===== config.mk =====
export PLATFORM = sky130hd
export DESIGN_NAME = cdb_arbiter
export DESIGN_NICKNAME = d
export VERILOG_FILES = /design/src/rtl/cdb_arbiter.sv
export SDC_FILE = /design/constraint.sdc
export NUM_CORES = 1
export LEC_CHECK = 0
export CAP_MARGIN = 20
export CORE_MARGIN = 2
export CORE_UTILIZATION = 40
export DETAILED_ROUTE_END_ITERATION = 7
export PLACE_DENSITY_LB_ADDON = 0.2
export SYNTH_ARGS = -nofsm -noshare
export SYNTH_HDL_FRONTEND = slang
export SYNTH_SLANG_ARGS = --single-unit

===== constraint.sdc =====
create_clock -name clk -period 7.8 [get_ports clk]
set_clock_uncertainty 0.15 [all_clocks]
set_input_delay 0.78 -clock clk [delete_from_list [all_inputs] [get_ports clk]]
set_output_delay 0.78 -clock clk [all_outputs]
set_load 0.01 [all_outputs]

===== src/rtl/cdb_arbiter.sv =====
// cdb_arbiter: per-FU result FIFOs feeding one registered CDB broadcast/cycle.
// Ports: clk, rst_n, branch_flush, fu_valid/fu_ready/fu_preg/fu_rob/fu_data
//   (FU side), cdb_valid/cdb_preg_index/cdb_rob_index/cdb_data/cdb_src (bus).
// Build option: CDB_FIXED_PRIO_EN selects fixed priority (lowest FU wins)
//   instead of the default round-robin.
module cdb_arbiter #(
  parameter int NUM_FU     = 4,
  parameter int FIFO_DEPTH = 2,
  parameter int PREG_W     = 6,
  parameter int ROB_W      = 4,
  parameter int DATA_W     = 32
) (
  input  logic                       clk,
  input  logic                       rst_n,
  input  logic                       branch_flush,
  input  logic [NUM_FU-1:0]          fu_valid,
  output logic [NUM_FU-1:0]          fu_ready,
  input  logic [NUM_FU*PREG_W-1:0]   fu_preg,
  input  logic [NUM_FU*ROB_W-1:0]    fu_rob,
  input  logic [NUM_FU*DATA_W-1:0]   fu_data,
  output logic                       cdb_valid,
  output logic [PREG_W-1:0]          cdb_preg_index,
  output logic [ROB_W-1:0]           cdb_rob_index,
  output logic [DATA_W-1:0]          cdb_data,
  output logic [$clog2(NUM_FU)-1:0]  cdb_src
);

  localparam int AW = $clog2(FIFO_DEPTH);
  localparam int SW = $clog2(NUM_FU);

  typedef struct packed {
    logic [PREG_W-1:0] preg;
    logic [ROB_W-1:0]  rob;
    logic [DATA_W-1:0] data;
  } res_t;

  res_t [NUM_FU-1:0]  head;
  logic [NUM_FU-1:0]  empty;
  logic [NUM_FU-1:0]  full;
  logic [NUM_FU-1:0]  push;
  logic [NUM_FU-1:0]  pop;
  logic               any;
  logic [SW-1:0]      win;

  for (genvar i = 0; i < NUM_FU; i++) begin : g_fifo
    logic [AW:0] wptr;
    logic [AW:0] rptr;
    res_t        mem [FIFO_DEPTH];
    res_t        din;

    assign din.preg = fu_preg[i*PREG_W +: PREG_W];
    assign din.rob  = fu_rob[i*ROB_W +: ROB_W];
    assign din.data = fu_data[i*DATA_W +: DATA_W];

    // Extra MSB tells a full FIFO from an empty one at equal indices.
    assign empty[i] = (wptr == rptr);
    assign full[i]  = (wptr[AW] != rptr[AW]) &&
                      (wptr[AW-1:0] == rptr[AW-1:0]);

    // Ready comes from registered state only; a same-cycle pop
    // does not free a slot until the next cycle.
    assign push[i] = fu_valid[i] & ~full[i] & ~branch_flush;
    assign pop[i]  = any & (win == SW'(i)) & ~branch_flush;
    assign head[i] = mem[rptr[AW-1:0]];

    always_ff @(posedge clk or negedge rst_n) begin
      if (!rst_n) begin
        wptr <= '0;
        rptr <= '0;
      end else if (branch_flush) begin
        wptr <= '0;
        rptr <= '0;
      end else begin
        if (push[i]) wptr <= wptr + 1'b1;
        if (pop[i])  rptr <= rptr + 1'b1;
      end
    end

    always_ff @(posedge clk) begin
      if (push[i]) mem[wptr[AW-1:0]] <= din;
    end
  end

  assign fu_ready = ~full;

`ifdef CDB_FIXED_PRIO_EN

  // Scan high to low so the lowest non-empty index is left in win.
  always_comb begin
    any = 1'b0;
    win = '0;
    for (int k = NUM_FU - 1; k >= 0; k--) begin
      if (!empty[k]) begin
        any = 1'b1;
        win = SW'(k);
      end
    end
  end

`else

  logic [SW-1:0] rr_ptr;
  logic [SW:0]   idx;

  // First non-empty FIFO at or after rr_ptr, wrapping at NUM_FU.
  always_comb begin
    any = 1'b0;
    win = '0;
    idx = '0;
    for (int k = 0; k < NUM_FU; k++) begin
      idx = {1'b0, rr_ptr} + (SW+1)'(k);
      if (idx >= (SW+1)'(NUM_FU))
        idx = idx - (SW+1)'(NUM_FU);
      if (!any && !empty[idx[SW-1:0]]) begin
        any = 1'b1;
        win = idx[SW-1:0];
      end
    end
  end

  always_ff @(posedge clk or negedge rst_n) begin
    if (!rst_n) begin
      rr_ptr <= '0;
    end else if (!branch_flush && any) begin
      if (win == SW'(NUM_FU - 1))
        rr_ptr <= '0;
      else
        rr_ptr <= win + SW'(1);
    end
  end

`endif

  // Broadcast register; payload fields hold when nothing is granted.
  always_ff @(posedge clk or negedge rst_n) begin
    if (!rst_n) begin
      cdb_valid      <= 1'b0;
      cdb_preg_index <= '0;
      cdb_rob_index  <= '0;
      cdb_data       <= '0;
      cdb_src        <= '0;
    end else if (branch_flush) begin
      cdb_valid <= 1'b0;
    end else if (any) begin
      cdb_valid      <= 1'b1;
      cdb_preg_index <= head[win].preg;
      cdb_rob_index  <= head[win].rob;
      cdb_data       <= head[win].data;
      cdb_src        <= win;
    end else begin
      cdb_valid <= 1'b0;
    end
  end

endmodule


==> results.sh <==
export IMPL_outcome="finished clean"
export IMPL_drive_gt1_share_pct=10.1
export IMPL_setup_viol=0
export IMPL_min_period_ns=3.55
export IMPL_path_clk_slew_ns=0.06
export IMPL_worst_pin_slew_ns=1.11
export IMPL_ant_nets=0
export IMPL_clk_latency_ns=0.56
export IMPL_syn_to_final_growth_pct=25.3
export IMPL_clock_sinks=399
export IMPL_wl_met3_um=2760
export IMPL_synth_seq_cells=399
export IMPL_synth_cell_types=48
export IMPL_portBuffers=223
export IMPL_reg2regPathDepth=7
export IMPL_num_nets_final=1399
export IMPL_grt_usage_pct=19.9
export IMPL_cts_buffers=43
export IMPL_crit_type="register to register"
export IMPL_p_sw_mw=2.87
export IMPL_post_route_util_pct=51.0
export IMPL_maxCapViolCount=0
export IMPL_first_iter_violations=499
export IMPL_drtPass1Iterations=6
export IMPL_final_cell_area_mm2=0.0204
export IMPL_antenna_found_initial=4
export IMPL_die_area_mm2=0.0422
export IMPL_endpoint="cdb_data[21]$_DFFE_PN0P_"
export IMPL_power_density_mw_per_mm2=386
export IMPL_post_cts_buffers=0
export IMPL_htreeDepth=2
export IMPL_reg2reg_to="cdb_data[21]$_DFFE_PN0P_"
export IMPL_path_max_fanout=102
export IMPL_p_leak_nw=6.70
export IMPL_rsz0062_at_grt="false"
export IMPL_overflow=0
export IMPL_hold_path_class="input pin to asynchronous set/reset pin"
export IMPL_post_cts_resized=0
export IMPL_yosys_warnings=0
export IMPL_start_util_pct=40.7
export IMPL_synth_fp_nets=1179
export IMPL_fmax_mhz=282
export IMPL_synth_area_mm2=0.0162
export IMPL_maxSlewViolCount=0
export IMPL_drc=0
export IMPL_die_h_um=205
export IMPL_cts_tree="yes"
export IMPL_finalHoldViolCount=0
export IMPL_wl_met2_um=21000
export IMPL_grt_pass1_vias=9790
export IMPL_grt_max_degree=103
export IMPL_routed_wl_um=41800
export IMPL_clockPowerShare_pct=24.6
export IMPL_worstPathArrival_ns=3.83
export IMPL_start_kind="register"
export IMPL_grt_pass1_wl_um=60900
export IMPL_wl_met1_um=16600
export IMPL_cts_root_buf="clkbuf_16"
export IMPL_cts_hold_buf=0
export IMPL_ctsLongestPathBuffers=3
export IMPL_dp_hpwl_um=26800
export IMPL_max_slew_margin_rel_pct=25.9
export IMPL_syn_inst=1004
export IMPL_cp_startpoint="g_fifo[0].rptr[0]$_DFFE_PN0P_"
export IMPL_synth_seq_area_share_pct=71.8
export IMPL_placed_area_mm2=0.0190
export IMPL_die_w_um=205
export IMPL_critical_path_required_ns=8.09
export IMPL_vias_per_cell=5.42
export IMPL_design_core_area_mm2=0.0399
export IMPL_cp_end_kind="register"
export IMPL_highest_layer="met5"
export IMPL_num_vias=9662
export IMPL_pwr_share_comb_pct=38.8
export IMPL_ff2ff_setup_slack_ns=4.25
export IMPL_tns_ns=0
export IMPL_avgRoutedWirePerCell_um=23.5
export IMPL_p_sw_share_pct=36.5
export IMPL_ir_worst_vdd_mv=0.264
export IMPL_fin_crit_sh_pct=45.5
export IMPL_ios=224
export IMPL_setup_ws_ns=4.25
export IMPL_synth_avg_cell_area_um2=16.2
export IMPL_num_rows=73
export IMPL_p_int_mw=4.98
export IMPL_pwr_share_seq_pct=36.6
export IMPL_place_gp_congestion=0.830
export IMPL_regToRegStartpoint="g_fifo[0].rptr[0]$_DFFE_PN0P_"
export IMPL_n_fill_cell=3312
export IMPL_power_mw=7.85
export IMPL_pre_cts_ws_ns=4.07
## critical path, cell delays in order (launching register included)
cell and delay [ns]:
dfrtp_2 0.70, xor2_1 0.32, nor4_2 0.15, a21oi_4 0.65, buf_4 0.83, o41ai_1 0.21
o22ai_1 0.17, o21ai_1 0.09
## Yosys cell counts (all sizes together)
master,instances,area share [%]
edfxtp,336,62
mux2i,168,10
o21ai,90,2.8
dfrtp,63,9.7
mux2,44,3.1
o22ai,42,1.6
a21oi,40,1.3
clkbuf,39,0.90
o41ai,35,1.9
buf,32,1.2
nor2,29,0.69
xor2,17,1.1
xnor2,11,0.64
nand2,8,0.18
o31ai,8,0.37
nor3b,5,0.23
nand2b,4,0.15
nand3,4,0.12
nor3,4,0.12
inv,3,0.069
a211oi,2,0.12
a21o,2,0.092
a31oi,2,0.12
and2,2,0.077
nor4,2,0.21
o211ai,2,0.092
or3,2,0.077
a21boi,1,0.046
a221oi,1,0.16
a32oi,1,0.10
a41oi,1,0.054
nor2b,1,0.039
nor4b,1,0.092
o22a,1,0.054
o41a,1,0.069
## final cells by class
| type | instances | area [µm²] | share of cell area (%) |
|---|---|---|---|
| sequential | 399 | 11700 | 57.3 |
| clock inverter | 18 | 135 | 0.664 |
| inverter | 3 | 11.3 | 0.0553 |
| timing repair buffer | 246 | 2400 | 11.8 |
| antenna | 1 | 2.50 | 0.0123 |
| multi-input combinational | 531 | 4290 | 21.1 |
| tap | 525 | 657 | 3.23 |
| clock buffer | 59 | 1190 | 5.84 |
## cells by family (layout without fill, tap and decap cells)
group / Yosys count / count (layout) / synth area share, %
AOI/OAI and AO/OA: 229 / 229 / 8.84
and+or+nand+nor: 62 / 62 / 2.00
xor gates and xnor gates: 28 / 28 / 1.74
other: 0 / 1 / 0
DFF: 399 / 399 / 71.8
muxes: 212 / 212 / 13.4
buffers and inverters: 74 / 326 / 2.19
## power groups by stage
stage                     registers [mW]  logic, mW  clock network [mW]
after detailed placement            2.92       3.10                   0
final                               2.88       3.04                1.93
after CTS                           2.88       3.11                1.98
after floorplan                     2.89       1.94                   0
after global routing                2.91       3.30                2.06
after global placement              2.91       3.04                   0
## placed cells by master, fill, tap and decap left out, types with 2 or more instances in the layout
master / Yosys / final
edfxtp_1: 336 / 336
clkdlybuf4s50_1: 0 / 222
mux2i_1: 168 / 168
dfrtp_1: 63 / 59
o21ai_0: 49 / 49
clkbuf_16: 0 / 45
o22ai_1: 42 / 42
o21ai_1: 40 / 40
a21oi_1: 39 / 39
o41ai_1: 35 / 35
nor2_1: 28 / 28
mux2_1: 25 / 25
buf_4: 4 / 23
mux2_2: 19 / 19
xor2_1: 13 / 13
clkbuf_1: 39 / 13
xnor2_1: 10 / 10
clkinv_1: 0 / 9
nand2_1: 8 / 8
o31ai_1: 8 / 8
clkinv_2: 0 / 5
xor2_2: 4 / 4
nand2b_1: 4 / 4
nor3b_2: 0 / 4
nor3_2: 0 / 4
nand3_1: 4 / 4
dfrtp_2: 0 / 4
inv_1: 3 / 3
a21o_1: 2 / 2
o211ai_1: 2 / 2
or3_1: 2 / 2
bufinv_16: 0 / 2
## sequential cells by signal (all words and copies together) (netlist names)
signal,flops
cdb_valid,1
cdb_data,32
g_fifo.wptr,8
g_fifo.mem,336
rr_ptr,2
cdb_preg_index,6
g_fifo.rptr,8
cdb_src,2
cdb_rob_index,4
## metal layers
metal	vias up	track usage [%]
li1	4392	-
met3	79	4.29
met1	4858	24.4
met5	-	0
met2	327	34.4
met4	6	7.89
## worst min path at each step
stage,cells after the start,endpoint,slack (ns)
final,2,cdb_data[25]$_DFFE_PN0P_,0.26
after global routing,2,cdb_preg_index[5]$_DFFE_PN0P_,0.34
after CTS,2,cdb_data[25]$_DFFE_PN0P_,0.31
after detailed placement,1,cdb_src[0]$_DFFE_PN0P_,0.35
after global placement,1,cdb_src[0]$_DFFE_PN0P_,0.35
after floorplan,0,cdb_data[0]$_DFFE_PN0P_,0.33
## through the flow
stage	std cells	hold WS [ns]
final	1782	0.259
after global routing	1782	0.340
after CTS	1781	0.308
after detailed placement	1704	0.353
after global placement	1703	0.354
after floorplan	1004	0.334
(Power assumes the default switching activity.)
